**config.mk**
```make
export PLATFORM = sky130hd
export DESIGN_NAME = serial_word_transmitter
export DESIGN_NICKNAME = d
export VERILOG_FILES = /design/src/rtl/serial_word_transmitter_pkg.sv /design/src/rtl/serial_tx_bit_counter.sv /design/src/rtl/serial_word_transmitter.sv
export SDC_FILE = /design/constraint.sdc
export NUM_CORES = 1
export LEC_CHECK = 0
export CORE_MARGIN = 5
export CORE_UTILIZATION = 53
export DETAILED_ROUTE_END_ITERATION = 10
export PLACE_DENSITY = 0.77
export SYNTH_ARGS = -nofsm -noshare
export SYNTH_HDL_FRONTEND = slang
export SYNTH_SLANG_ARGS = --single-unit
```
**constraint.sdc**
```tcl
create_clock -name clk -period 2.08 [get_ports clk]
set_input_delay 0.416 -clock clk [delete_from_list [all_inputs] [get_ports clk]]
set_output_delay 0.416 -clock clk [all_outputs]
set_load 0.03 [all_outputs]
```
**src/rtl/serial_word_transmitter_pkg.sv**
```systemverilog
// Shared types and constants for the serial word transmitter.
// Holds the FSM state encoding, the dir encodings and the reset values.
package serial_word_transmitter_pkg;

    typedef enum logic [1:0] {
        ST_IDLE  = 2'd0,
        ST_SHIFT = 2'd1,
        ST_GAP   = 2'd2
    } tx_state_t;

    localparam logic DIR_LSB_FIRST = 1'b0;
    localparam logic DIR_MSB_FIRST = 1'b1;

    localparam tx_state_t RST_STATE = ST_IDLE;
    localparam logic      RST_BIT   = 1'b0;

    // Bits needed to hold 0..max_value, never less than one.
    function automatic int count_width(input int max_value);
        return (max_value < 1) ? 1 : $clog2(max_value + 1);
    endfunction

endpackage

```
**src/rtl/serial_tx_bit_counter.sv**
```systemverilog
// Up-counter with synchronous clear and a terminal-count flag.
// Used for both the frame bit index and the inter-frame gap.
module serial_tx_bit_counter
    import serial_word_transmitter_pkg::*;
#(
    parameter int CW = 4
) (
    input  logic          clk,
    input  logic          rst,
    input  logic          clear,
    input  logic          enable,
    input  logic [CW-1:0] terminal,
    output logic [CW-1:0] count,
    output logic          at_terminal
);

    assign at_terminal = (count == terminal);

    // Holds at the terminal value rather than wrapping.
    always_ff @(posedge clk or negedge rst) begin
        if (!rst) begin
            count <= '0;
        end else if (clear) begin
            count <= '0;
        end else if (enable && !at_terminal) begin
            count <= count + CW'(1);
        end
    end

endmodule

```
**src/rtl/serial_word_transmitter.sv**
```systemverilog
// Parallel-in, serial-out word transmitter with frame strobes and an idle gap.
// Optional even-parity bit after the data bits: define SERIAL_TX_PARITY_EN.
module serial_word_transmitter
    import serial_word_transmitter_pkg::*;
#(
    parameter int WIDTH = 8,
    parameter int GAP   = 1
) (
    input  logic             clk,
    input  logic             rst,
    input  logic [WIDTH-1:0] data_in,
    input  logic             in_valid,
    output logic             in_ready,
    input  logic             dir,
    output logic             serial_out,
    output logic             serial_valid,
    output logic             frame_start,
    output logic             frame_end,
    output logic             busy
);

`ifdef SERIAL_TX_PARITY_EN
    localparam int FRAME_LEN = WIDTH + 1;
`else
    localparam int FRAME_LEN = WIDTH;
`endif

    localparam int BIT_CW = count_width(WIDTH);
    localparam int GAP_CW = count_width((GAP > 0) ? GAP - 1 : 0);

    localparam logic [BIT_CW-1:0] LAST_IDX     = BIT_CW'(FRAME_LEN - 1);
    localparam logic [BIT_CW-1:0] PRE_LAST_IDX = BIT_CW'(FRAME_LEN - 2);
    localparam logic [GAP_CW-1:0] GAP_LAST     = GAP_CW'((GAP > 0) ? GAP - 1 : 0);
    localparam logic              HAS_GAP      = (GAP > 0);

`ifdef SERIAL_TX_PARITY_EN
    localparam logic [BIT_CW-1:0] LAST_DATA_IDX = BIT_CW'(WIDTH - 1);
    logic parity_reg;
`endif

    tx_state_t         state;
    logic [WIDTH-1:0]  shift_reg;
    logic              dir_reg;
    logic              next_bit;
    logic              accept;

    logic [BIT_CW-1:0] bit_cnt;
    logic              bit_done;
    logic              bit_clear;
    logic              bit_inc;

    logic [GAP_CW-1:0] gap_cnt;
    logic              gap_done;
    logic              gap_clear;
    logic              gap_inc;

    assign accept   = (state == ST_IDLE) && in_ready && in_valid;
    assign next_bit = (dir_reg == DIR_MSB_FIRST) ? shift_reg[WIDTH-1] : shift_reg[0];

    serial_tx_bit_counter #(.CW(BIT_CW)) u_bit_counter (
        .clk         (clk),
        .rst         (rst),
        .clear       (bit_clear),
        .enable      (bit_inc),
        .terminal    (LAST_IDX),
        .count       (bit_cnt),
        .at_terminal (bit_done)
    );

    serial_tx_bit_counter #(.CW(GAP_CW)) u_gap_counter (
        .clk         (clk),
        .rst         (rst),
        .clear       (gap_clear),
        .enable      (gap_inc),
        .terminal    (GAP_LAST),
        .count       (gap_cnt),
        .at_terminal (gap_done)
    );

    // Counters clear on the same edge the FSM leaves their state.
    always_comb begin
        bit_clear = 1'b0;
        bit_inc   = 1'b0;
        gap_clear = 1'b0;
        gap_inc   = 1'b0;
        case (state)
            ST_SHIFT: begin
                if (bit_done) bit_clear = 1'b1;
                else          bit_inc   = 1'b1;
            end
            ST_GAP: begin
                if (gap_done) gap_clear = 1'b1;
                else          gap_inc   = 1'b1;
            end
            default: ;
        endcase
    end

    // The first bit is driven from data_in directly on the accepting edge, so
    // shift_reg is loaded already advanced by one position.
    always_ff @(posedge clk or negedge rst) begin
        if (!rst) begin
            state        <= RST_STATE;
            shift_reg    <= '0;
            dir_reg      <= DIR_LSB_FIRST;
            in_ready     <= RST_BIT;
            serial_out   <= RST_BIT;
            serial_valid <= RST_BIT;
            frame_start  <= RST_BIT;
            frame_end    <= RST_BIT;
            busy         <= RST_BIT;
`ifdef SERIAL_TX_PARITY_EN
            parity_reg   <= RST_BIT;
`endif
        end else begin
            frame_start <= 1'b0;
            frame_end   <= 1'b0;
            case (state)
                ST_IDLE: begin
                    if (accept) begin
                        state        <= ST_SHIFT;
                        in_ready     <= 1'b0;
                        busy         <= 1'b1;
                        serial_valid <= 1'b1;
                        frame_start  <= 1'b1;
                        dir_reg      <= dir;
                        if (dir == DIR_MSB_FIRST) begin
                            serial_out <= data_in[WIDTH-1];
                            shift_reg  <= data_in << 1;
                        end else begin
                            serial_out <= data_in[0];
                            shift_reg  <= data_in >> 1;
                        end
`ifdef SERIAL_TX_PARITY_EN
                        parity_reg   <= ^data_in;
`endif
                    end else begin
                        in_ready     <= 1'b1;
                        busy         <= 1'b0;
                        serial_valid <= 1'b0;
                        serial_out   <= 1'b0;
                    end
                end

                ST_SHIFT: begin
                    if (bit_done) begin
                        state        <= HAS_GAP ? ST_GAP : ST_IDLE;
                        serial_valid <= 1'b0;
                        serial_out   <= 1'b0;
                        busy         <= HAS_GAP;
                        in_ready     <= !HAS_GAP;
                    end else begin
                        frame_end <= (bit_cnt == PRE_LAST_IDX);
`ifdef SERIAL_TX_PARITY_EN
                        if (bit_cnt == LAST_DATA_IDX) begin
                            serial_out <= parity_reg;
                        end else begin
                            serial_out <= next_bit;
                        end
`else
                        serial_out <= next_bit;
`endif
                        if (dir_reg == DIR_MSB_FIRST) shift_reg <= shift_reg << 1;
                        else                          shift_reg <= shift_reg >> 1;
                    end
                end

                ST_GAP: begin
                    if (gap_done) begin
                        state    <= ST_IDLE;
                        busy     <= 1'b0;
                        in_ready <= 1'b1;
                    end
                end

                default: begin
                    state <= ST_IDLE;
                end
            endcase
        end
    end

endmodule

```
==> results of run 1 <==
stage by stage:
stage | hold WS (ns) | setup slack (ns) | utilization
4_1_cts | 0.442 | 0.243 | 0.682
2_1_floorplan | 0.120 | 0.447 | -
5_1_grt | 0.441 | 0.189 | 0.682
6_report | 0.438 | 0.255 | 0.682
3_5_place_dp | 0.502 | 0.126 | 0.659
3_3_place_gp | 0.500 | 0.134 | 0.659
final cells by class:
| cell class | instances | share of cell area |
|---|---|---|
| multi-input combinational | 75 | 0.438 |
| sequential | 22 | 0.358 |
| timing repair buffer | 21 | 0.130 |
| tap | 28 | 0.0228 |
| clock inverter | 1 | 0.0195 |
| inverter | 7 | 0.0171 |
| clock buffer | 3 | 0.0146 |
kinds of logic (layout without fill, tap and decap cells):
family,Yosys count,count (layout)
compound gates,13,13
simple gates,21,21
buf+inv,12,32
fa+ha+maj,6,6
flops,22,22
xor+xnor,1,1
mux,34,34
power groups by stage:
stage / Combinational [mW] / Clock, mW / Sequential, mW
after global placement: 1.33 / 0 / 0.812
after CTS: 1.38 / 0.339 / 0.814
after detailed placement: 1.38 / 0 / 0.823
final: 1.36 / 0.332 / 0.816
after floorplan: 1.05 / 0 / 0.829
after global routing: 1.49 / 0.357 / 0.846
cells in the final DEF, fill, tap and decap left out:
cell type	n
dfrtp_1	22
mux2i_1	20
clkdlybuf4s50_1	17
mux2_2	13
inv_1	7
ha_1	6
nand2_1	5
nand3_1	4
o21ai_0	4
buf_4	4
nor2_1	3
clkbuf_4	3
nor2b_1	2
nand3b_4	1
nand3b_1	1
nand4b_1	1
o21ai_4	1
a222oi_1	1
a221o_1	1
or2_2	1
a21boi_0	1
o22ai_1	1
a32o_1	1
xnor2_1	1
mux2_1	1
nand4_1	1
nor3_1	1
a21o_1	1
a221oi_2	1
or3_1	1
a31oi_1	1
bufinv_16	1
worst paths after layout:
kind	slack, ns	to	depth (start not counted)
worst min-delay path	0.44	shift_reg[0]	2
worst max register to register	0.30	shift_reg[4]	5
worst max-delay path	0.26	in_ready	1
min in group clk	0.53	busy	1
worst min register to register	0.53	busy	1
max in group asynchronous	1.41	shift_reg[4]	2
metal layers:
metal  vias to the layer above  share of wire
li1                        437              -
met1                       429           0.50
met2                        13           0.45
met3                         2          0.037
met4                         0         0.0084
met5                         -              0
==> metrics, run 1 <==
Crit Path Category flip-flop to output pin; final worst-path cycle share 0.877; Hold Vio Cnt, Final 0; syn_nets 127; fillers 195; unrepaired setup endpoints after global routing no; Int Pwr 1.55 mW; layout cells sized above 1 0.194; top post-synthesis cells by area dfrtp_1, mux2i_1, mux2_2; first-pass GRT wire length 3.86 mm; DRT Pass-1 Iters 4; Initial Util 0.568; Cell Area, Placed 0.00149 mm^2; final wirelength 2.37 mm; nets 148; outcome complete, no violations; Sw Ratio 0.384; post-route ant nets 0; DRT iter0 DRCs 21; post-CTS sizing 0; max frequency 548 MHz; CTS root buf clkbuf_4; Crit. Startpoint in_ready; Bufs and invs on worst path 1; post-DP HPWL 1.79 mm; worst min path class primary input to async pin; wire length per cell 15.1 um; Synth top area share 0.430; critical path's top delay family buffers and inverters; startpoint types flip-flop; Combinational Power Share 0.543; largest family of logic cells by synthesized area multiplexers; Peak VDD IR 0.00103 V; clock-pin slew on the worst setup and hold paths 0.14 ns; row cnt 17; max capacitance violation total 0; Post-synth EDFFs 0; register area 551 um^2; vias per cell 5.61; GR Util met1 0.199; Synth Area per Inst 11.8 um^2; Fin Setup TNS 0 ns; Cells after DPL 153; skew final 0.0110 ns; Synthesis Warnings 0; GRT Overall Usage 0.148; arrival time worst endpoint 1.41 ns; Adder-Cell Fraction of Synth Area 0.0586; CTS sink cnt 22; IO Pins 18; largest area contributor in the netlist dfrtp_1; Synth Area in Simple Gates 0.0957; port bufs 17; DIE AREA 0.00350 mm^2; mux share of post-synthesis cell area 0.279; Reg2Reg Launch Point state[1]; Slew Limit Fails 0; area of the multi-input gates 673 um^2; Crit path largest cell delay 0.69 ns; GRT overflow 0; Largest register FFs 8; Period minus WS final 1.82 ns; Design Area, Final 0.00154 mm^2; CTS Buf Count 3; DRC Markers 0; Die Span X 59.2 um; fin cells 157; Top Usage Layer GRT met2; ys flop type dfrtp_1; M2 GR Usage 0.235; Commonest cells post-synth dfrtp_1, mux2i_1, mux2_2; crit-path max FO 4; Final Power 2.51 mW; pin count of the biggest net entering global routing 23; Clock Path Buffers 2; Inserted Diodes 0; routed via count 881; endpoint class of the critical path output pin; Sequential Power Share 0.325; clock tree from TritonCTS done; crit path cell chain clkdlybuf4s50_1; initial antenna violation count 0; relative slew slack 0.684; Critical-path top delay cell clkdlybuf4s50_1; most common cell in the netlist dfrtp_1; Sw Pwr 0.964 mW; worst-skew pair later-pin latency 0.31 ns; post-synthesis sequential area ratio 0.430; Slew @ Worst Pin 0.473 ns; power density cells 1630 mW/mm^2; Area Overhead vs Synth 20.0%; Synth Area in Compound Gates 0.0850; Post CTS Setup Buffer Count 0; vias in the first global route 876; CTS Hold Bufs 0; Die H 59.2 um; post-synthesis cell area 0.00128 mm^2; Leak 0.734 nW; final setup vio count 0; core area 0.00225 mm^2; CP required 1.66 ns; H-tree levels 1; clock power share 0.132; Seq cells post-synth 22; synth unique cells 30; asr flop ratio synth 1.00; GP Congestion 0.768; Post-Synthesis Cells 109; met3 global-route usage 0.0349; xor-xnor portion of the synthesized cell area 0.00684
(Power assumes the default switching activity.)
==> run 2: changes to the inputs <==
--- a/config.mk
+++ b/config.mk
@@ -7,8 +7,9 @@
 export LEC_CHECK = 0
 export CORE_MARGIN = 5
 export CORE_UTILIZATION = 53
+export CTS_CLUSTER_DIAMETER = 120
 export DETAILED_ROUTE_END_ITERATION = 10
-export PLACE_DENSITY = 0.77
+export PLACE_DENSITY = 0.89
 export SYNTH_ARGS = -nofsm -noshare
 export SYNTH_HDL_FRONTEND = slang
 export SYNTH_SLANG_ARGS = --single-unit
==> run 2 against run 1 <==
Critical path depth did not move. Core utilization unchanged. Worst hold slack worse by 0.015 ns. Fmax barely moved. Register-to-register slack is essentially flat. Setup slack got worse by 0.00073 ns. Final cell count unchanged. Via count decreased by 0.57%. Combinational power barely moved. Non-clock buffer count unchanged. Final area stayed put. Largest power group unchanged. Die area did not move. Critical endpoint unchanged.
==> metrics, run 2 (synthesis results as in run 1) <==
clock power share 0.131; Die Span X 59.2 um; unrepaired setup endpoints after global routing no; fillers 177; skew final 0.00707 ns; Bufs and invs on worst path 1; DRT Pass-1 Iters 4; Sw Ratio 0.387; max capacitance violation total 0; critical path's top delay family buffers and inverters; post-route ant nets 0; Largest register FFs 8; CTS Hold Bufs 0; Slew Limit Fails 0; register area 551 um^2; Combinational Power Share 0.543; pin count of the biggest net entering global routing 23; area of the multi-input gates 673 um^2; max frequency 548 MHz; final setup vio count 0; Inserted Diodes 0; reg2reg path depth 6; Hold Vio Cnt, Final 0; Fin Setup TNS 0 ns; Die H 59.2 um; row cnt 17; Slew @ Worst Pin 0.477 ns; Critical-path top delay cell clkdlybuf4s50_1; post-CTS sizing 0; GP Congestion 0.794; Clock Path Buffers 2; Core Util, Final 0.682; GRT overflow 0; vias per cell 5.58; nets 148; first-pass GRT wire length 4.42 mm; port bufs 17; arrival time worst endpoint 1.41 ns; r2r endpoint shift_reg[0]; IO Pins 18; Crit path largest cell delay 0.69 ns; final wirelength 2.51 mm; CP required 1.66 ns; startpoint types flip-flop; Initial Util 0.568; CTS root buf clkbuf_4; relative slew slack 0.681; DIE AREA 0.00350 mm^2; WHS 0.424 ns; Design Area, Final 0.00154 mm^2; crit path cell chain clkdlybuf4s50_1; worst-skew pair later-pin latency 0.32 ns; Reg2Reg Launch Point state[0]; vias in the first global route 961; DRC Markers 0; Crit Path Category flip-flop to output pin; core area 0.00225 mm^2; routed via count 876; Sequential Power Share 0.326; outcome complete, no violations; endpoint class of the critical path output pin; Post CTS Setup Buffer Count 0; final worst-path cycle share 0.878; power density cells 1640 mW/mm^2; commonest non-fill, non-tap cell in the layout dfrtp_1; R2R setup slack 0.29 ns; GRT Overall Usage 0.168; Period minus WS final 1.83 ns; DRT iter0 DRCs 27; crit-path max FO 4; most frequent cells in the layout dfrtp_1, mux2i_1, clkdlybuf4s50_1, mux2_2, inv_1; clock tree from TritonCTS done; initial antenna violation count 0; post-DP HPWL 1.85 mm; Peak VDD IR 0.00108 V; Worst path depth 1; H-tree levels 1; CTS sink cnt 22; Cell Area, Placed 0.00149 mm^2; CTS Buf Count 3; Leak 0.734 nW; clock-pin slew on the worst setup and hold paths 0.13 ns; Sw Pwr 0.976 mW; Area Overhead vs Synth 20.0%; wire length per cell 16.0 um; Int Pwr 1.55 mW; worst min path class primary input to async pin; layout cells sized above 1 0.194
run 2: area by class of cell:
cell class	count	share of cell area
inverter	7	0.0171
clock buffer	3	0.0146
timing repair buffer	21	0.130
sequential	22	0.358
multi-input combinational	75	0.438
tap	28	0.0228
clock inverter	1	0.0195
run 2: power groups by stage:
stage	registers, mW	logic, mW	clock network (mW)
2_1_floorplan	0.829	1.05	0
3_3_place_gp	0.812	1.32	0
3_5_place_dp	0.834	1.37	0
4_1_cts	0.825	1.38	0.337
5_1_grt	0.854	1.52	0.355
6_report	0.823	1.37	0.330
run 2: routing by layer:
metal  track usage  wire length [um]  part of all wire  vias up
met2         0.297              1280              0.51       11
met4        0.0680                39             0.016        0
met3        0.0479                88             0.035        4
li1              -                 -                 -      429
met1         0.189              1100              0.44      432
met5             0                 0                 0        -
run 2: worst max path at each step:
stage / startpoint / endpoint / slack [ns]
after global placement: dir / serial_out / 0.20
after detailed placement: dir / serial_out / 0.18
after global routing: state[0] / shift_reg[0] / 0.18
after CTS: in_ready / in_ready / 0.23
final: in_ready / in_ready / 0.25
after floorplan: state[0] / shift_reg[0] / 0.45
run 2: through the flow:
stage | power [mW] | setup WS (ns) | instances
after floorplan | 1.88 | 0.447 | 109
after global placement | 2.14 | 0.196 | 153
after detailed placement | 2.20 | 0.184 | 153
after CTS | 2.54 | 0.234 | 157
after global routing | 2.73 | 0.184 | 157
final | 2.52 | 0.254 | 157
